## src/rtl/disparity_monitor.sv

```systemverilog
// Multi-lane 8b/10b running-disparity checker with per-lane error counters and lock FSM.
// Define DISP_MON_SUBBLOCK_CHECK_EN to add 6b/4b sub-block checking and the code_err output.
module disparity_monitor #(
  parameter int LANES     = 4,
  parameter int CNT_W     = 8,
  parameter int LOCK_GOOD = 16,
  parameter int LOSS_ERR  = 4
) (
  input  logic                   clk,
  input  logic                   rst,
  input  logic [10*LANES-1:0]    sym_in,
  input  logic [LANES-1:0]       sym_vld,
  input  logic                   cnt_clr,
  output logic [LANES-1:0]       rd_out,
  output logic [LANES-1:0]       disp_err,
  output logic [LANES-1:0]       bal_err,
  output logic [LANES-1:0]       lock,
`ifdef DISP_MON_SUBBLOCK_CHECK_EN
  output logic [LANES-1:0]       code_err,
`endif
  output logic [CNT_W*LANES-1:0] err_cnt
);

  localparam int RUN_MAX = (LOCK_GOOD > LOSS_ERR) ? LOCK_GOOD : LOSS_ERR;
  localparam int RUN_W   = $clog2(RUN_MAX + 1);
  localparam logic [RUN_W-1:0] GOOD_M = RUN_W'(LOCK_GOOD);
  localparam logic [RUN_W-1:0] LOSS_M = RUN_W'(LOSS_ERR);
  localparam logic [CNT_W-1:0] CNT_MAX = {CNT_W{1'b1}};

  // lock output is the registered FSM state, so it doubles as the state debug view
  typedef enum logic {HUNT = 1'b0, LOCKED = 1'b1} lock_state_t;

  function automatic logic [3:0] popcount(input logic [9:0] v);
    logic [3:0] c;
    c = '0;
    for (int b = 0; b < 10; b++) c = c + 4'(v[b]);
    return c;
  endfunction

  for (genvar i = 0; i < LANES; i++) begin : g_lane
    logic [9:0]       sym;
    logic [3:0]       ones;
    logic             sym_disp;
    logic             sym_bal;
    logic             sym_code;
    logic             sym_err;
    logic             rd_q;
    logic             disp_q;
    logic             bal_q;
    logic             code_q;
    lock_state_t      state;
    logic [RUN_W-1:0] run;
    logic [CNT_W-1:0] cnt;

    assign sym  = sym_in[10*i +: 10];
    assign ones = popcount(sym);

    // rd_q = 1 means RD-; a 6-ones symbol needs RD-, a 4-ones symbol needs RD+
    always_comb begin
      sym_bal  = (ones < 4'd4) || (ones > 4'd6);
      sym_disp = ((ones == 4'd6) && !rd_q) || ((ones == 4'd4) && rd_q);
`ifdef DISP_MON_SUBBLOCK_CHECK_EN
      sym_code = (popcount({4'b0, sym[9:4]}) < 4'd2) || (popcount({4'b0, sym[9:4]}) > 4'd4) ||
                 (popcount({6'b0, sym[3:0]}) < 4'd1) || (popcount({6'b0, sym[3:0]}) > 4'd3);
`else
      sym_code = 1'b0;
`endif
      sym_err  = sym_disp | sym_bal | sym_code;
    end

    always_ff @(posedge clk) begin
      if (rst) begin
        rd_q   <= 1'b1;
        disp_q <= 1'b0;
        bal_q  <= 1'b0;
        code_q <= 1'b0;
        state  <= HUNT;
        run    <= '0;
        cnt    <= '0;
      end else begin
        disp_q <= sym_vld[i] & sym_disp;
        bal_q  <= sym_vld[i] & sym_bal;
        code_q <= sym_vld[i] & sym_code;
        if (sym_vld[i]) begin
          // an illegal 6/4 symbol still resyncs RD to what the symbol implies
          if (ones == 4'd6) rd_q <= 1'b0;
          else if (ones == 4'd4) rd_q <= 1'b1;
          case (state)
            HUNT: begin
              if (sym_err) run <= '0;
              else if (run + 1'b1 == GOOD_M) begin
                state <= LOCKED;
                run   <= '0;
              end else run <= run + 1'b1;
            end
            LOCKED: begin
              if (!sym_err) run <= '0;
              else if (run + 1'b1 == LOSS_M) begin
                state <= HUNT;
                run   <= '0;
              end else run <= run + 1'b1;
            end
            default: begin
              state <= HUNT;
              run   <= '0;
            end
          endcase
        end
        if (cnt_clr) cnt <= '0;
        else if (sym_vld[i] && sym_err && cnt != CNT_MAX) cnt <= cnt + 1'b1;
      end
    end

    assign rd_out[i]                  = rd_q;
    assign disp_err[i]                = disp_q;
    assign bal_err[i]                 = bal_q;
    assign lock[i]                    = (state == LOCKED);
    assign err_cnt[CNT_W*i +: CNT_W]  = cnt;
`ifdef DISP_MON_SUBBLOCK_CHECK_EN
    assign code_err[i]                = code_q;
`endif
  end

endmodule

```

## config.mk

```make
export PLATFORM = sky130hd
export DESIGN_NAME = disparity_monitor
export DESIGN_NICKNAME = d
export VERILOG_FILES = /design/src/rtl/disparity_monitor.sv
export SDC_FILE = /design/constraint.sdc
export NUM_CORES = 1
export LEC_CHECK = 0
export ABC_AREA = 1
export CAP_MARGIN = 20
export CORE_MARGIN = 5
export CORE_UTILIZATION = 35
export CTS_CLUSTER_DIAMETER = 80
export CTS_CLUSTER_SIZE = 40
export DETAILED_ROUTE_END_ITERATION = 7
export SLEW_MARGIN = 20
export SYNTH_ARGS = -nofsm -noshare
export SYNTH_HDL_FRONTEND = slang
export SYNTH_SLANG_ARGS = --single-unit
```

## constraint.sdc

```tcl
create_clock -name clk -period 5.44 [get_ports clk]
set_input_delay 1.632 -clock clk [delete_from_list [all_inputs] [get_ports clk]]
set_output_delay 1.632 -clock clk [all_outputs]
set_load 0.005 [all_outputs]
```

==> summary.md, run 1 <==
| Metric | Value |
|---|---|
| Status | complete, no violations |
| Dpl cells | 892 |
| Setup crit start kind | input port |
| Post-synthesis xor/xnor area fraction | 0.0521 |
| CP most frequent cell | fa_1 |
| Asr flop ratio synth | 0 |
| Dpl ws | -101 ps |
| Max Fclk | 0.193 GHz |
| WP data required | ~5700 ps |
| Hold buffers post-CTS | 0 |
| Io pins | 95 |
| Wire per inst | roughly 12 um |
| All-layer global routing usage | 0.140 |
| Largest cells by area after synthesis | dfxtp_1 29%, fa_1 10%, nand2_1 10% |
| Worst path slowest cell | fa_1 |
| Worst Reg2Reg Path Length in Cells | 7 |
| Mapped cell area | around 4700 sq um |
| Worst-path fanout max | 7 |
| Total of max-cap violations | 0 |
| IO buf count | 94 |
| Largest family of logic cells by synthesized area | simple AND/OR/NAND/NOR gates |
| Vias per inst | roughly 4.7 |
| Worst Hold Endpoint | g_lane[1].run[3]$_SDFFE_PP0P_ |
| Largest net degree at the start of global routing | 29 |
| Initial DRT Pass Iterations | 4 |
| PwrDens | 314 nW/um^2 |
| Commonest non-fill, non-tap cell in the layout | nand2_1 |
| Die X | ~130 um |
| Critical path arrival | 5430 ps |
| Slew Limit Fails | 0 |
| # nets final | around 800 |
| Root buffer cell | clkbuf_16 |
| H-tree depth | 3 |
| Fin cells | approximately 910 |
| First-iteration detailed-routing DRC count | between 200 and 300 |
| Worst-path clk slew | 50 ps |
| Post-CTS setup buffer count | 0 |
| Setup CP Type | input port to flop |
| CTS max path bufs | 2 |
| Gpl congestion | 0.826 |
| Vias in the first global route | around 4200 |
| Post-route ant nets | 0 |
| FF-to-FF setup slack | about 3600 ps |
| Die Y | roughly 130 um |
| Synthesized instance count | 639 |
| Critical Path End Type | flop |
| Worst-Margin Slew | ~770 ps |
| Synth Area in Simple Gates | 0.284 |
| Resized cells post-CTS | 0 |
| Min Tclk post-route | 5190 ps |
| Antenna violations before repair | 0 |
| Final Routed Wirelength | between 10000 and 15000 um |
| Global-route wire length before repair | between 15000 and 20000 um |
| CTS tree | yes |
| Commonest register cell after synthesis | dfxtp_1 |
| Final hold violation count | 0 |
| Die area | approximately 16000 sq um |
| Clock sink total | 68 |
| Mean post-synth cell area | between 7 and 8 sq um |
| Synthesized net count | around 730 |
| Clock skew | around 3.2 ps |
| Clock Latency Late Sink | about 330 ps |
| Mux contribution to synthesized area | 0 |
| Tcrit/Tclk final | 0.954 |
| Layout Utilization | 0.456 |
| Highest-count cells in the layout ignoring fill and taps | 126 x nand2_1, 107 x inv_1, 94 x clkdlybuf4s50_1, 68 x dfxtp_1, 53 x nand3_1 |
| Top cell type's share of synthesized area | 0.289 |
| Worst path max stage delay | roughly 580 ps |
| DRC errors left | 0 |
| Leak pwr | roughly 2.6 nW |
| RSZ-0062 raised after global routing | no |
| Slew margin rel. | 0.484 |
| GRT Residual Overflow | 0 |
| Adder-cell share of the synthesized area | 0.144 |
| Starting density of the core | 0.356 |
| Synth Area in Compound Gates | 0.107 |
| Total Power | between 1.5 and 2 mW |
| FP Rows | 42 |
| Sequential-to-total area share from yosys stat | 0.289 |
| Via count | approximately 4300 |
| Share of layout cells above drive strength 1 | 0.0615 |
| Setup ws final | 253 ps |
| Diode count | 0 |
| RR Endpoint | g_lane[0].cnt[0]$_SDFFE_PP0P_ |
| Synth Register Bits | 68 |
| Distinct cells, synth | 37 |
| WHS Path Cells | 2 |
| P&R area growth vs syn | 28.2% |
| Synth warn | 0 |
| CORE AREA | between 10000 and 15000 sq um |
| Crit-path cells | clkdlybuf4s50_1 -> inv_1 -> fa_1 -> fa_1 -> fa_1 -> inv_1 -> ha_1 -> fa_1 -> nand3_1 -> nor2_1 -> nand2_1 -> nand3_4 -> buf_4 -> nand4_1 -> a21oi_1 |
| Post-DP HPWL | roughly 8500 um |
| Post-synth EDFFs | 0 |
| Final Setup Violations | 0 |
| Peak VDD IR | between 0.2 and 0.25 mV |
| Hold Startpoint | g_lane[1].run[3]$_SDFFE_PP0P_ |
| Hold WC Path Type | flop to flop |
| Reg2reg start | g_lane[0].cnt[0]$_SDFFE_PP0P_ |
| Cell accounting for the most synthesized area | dfxtp_1 |
| TritonCTS Buffers | 9 |
==> flip-flops by register name, summed over array words and instances (netlist names) <==
signal / count
g_lane.run: 20
g_lane.disp_q: 4
g_lane.cnt: 32
g_lane.bal_q: 4
g_lane.state: 4
g_lane.rd_q: 4
==> power breakdown <==
| group | internal (mW) | leakage [nW] | switching [mW] |
|---|---|---|---|
| clock network | 0.320 | 0.131 | 0.204 |
| registers | 0.533 | 0.550 | 0.0307 |
| logic | 0.334 | 1.88 | 0.472 |
| total | 1.19 | 2.56 | 0.707 |
==> worst max-delay path, delay by kind of cell <==
kind                       cells  cell delay [ps]
adders and majority gates      5             2280
buffers and inverters          4              720
and+or+nand+nor                5              610
AOI/OAI and AO/OA              1              190
==> layout make-up <==
class	count	area, sq um
Fill cell	1346	7200
Multi-Input combinational cell	433	2770
Sequential cell	68	1360
Timing Repair Buffer	103	1010
Inverter	112	420
Clock buffer	14	254
Tap cell	176	220
Clock inverter	2	10.0
==> synthesized netlist by cell type, types with 6 or more instances <==
master     n
nor2_1    43
a21oi_1   46
o21ai_0   22
nand2_1  126
nand3_2    7
dfxtp_1   68
xor2_1    18
fa_1      24
inv_1    107
nand3_1   53
buf_4     16
nor3_1     6
xnor2_1   10
ha_1      16
nand4_1   31
==> worst max path at each step <==
stage          depth (start not counted)  slack [ps]                            end  startpoint
6_report                              15         250  g_lane[2].cnt[6]$_SDFFE_PP0P_  sym_in[20]
5_1_grt                               15          20  g_lane[2].cnt[0]$_SDFFE_PP0P_  sym_in[20]
4_1_cts                               15         230  g_lane[2].cnt[6]$_SDFFE_PP0P_  sym_in[20]
3_5_place_dp                          15        -100  g_lane[2].cnt[6]$_SDFFE_PP0P_  sym_in[20]
3_3_place_gp                          15        -0.6  g_lane[2].cnt[0]$_SDFFE_PP0P_  sym_in[20]
2_1_floorplan                         14         620  g_lane[2].cnt[0]$_SDFFE_PP0P_  sym_in[20]
==> stage by stage <==
stage	TNS [ps]	area, sq um	hold WS (ps)
5_1_grt	0	6040	496
6_report	0	6040	472
4_1_cts	0	6040	469
3_3_place_gp	-0.778	5780	445
2_1_floorplan	0	4710	428
3_5_place_dp	-678	5780	457
==> metal layers <==
| layer | vias to the layer above | GRT usage | part of all wire |
|---|---|---|---|
| met5 | - | 0 | 0 |
| met4 | 0 | 0.0353 | 0.0065 |
| met3 | 8 | 0.0398 | 0.052 |
| met2 | 99 | 0.237 | 0.48 |
| met1 | 1942 | 0.175 | 0.46 |
| li1 | 2238 | - | - |
==> cell families (layout without fill, tap and decap cells) <==
| group | after synthesis | after routing |
|---|---|---|
| flops | 68 | 68 |
| simple gates | 278 | 278 |
| fa+ha+maj | 40 | 40 |
| compound gates | 87 | 87 |
| xor+xnor | 28 | 28 |
| buf+inv | 138 | 231 |
Note: power is estimated with default switching activity, not from simulation.
==> inputs of run 2 (changes only) <==
Settings changed: ABC_CLOCK_PERIOD_IN_PS from default to 5440, CTS_CLUSTER_DIAMETER 80 to 150.
==> results of run 2 <==
Final layout, timing and power as in run 1 (identical DEF).
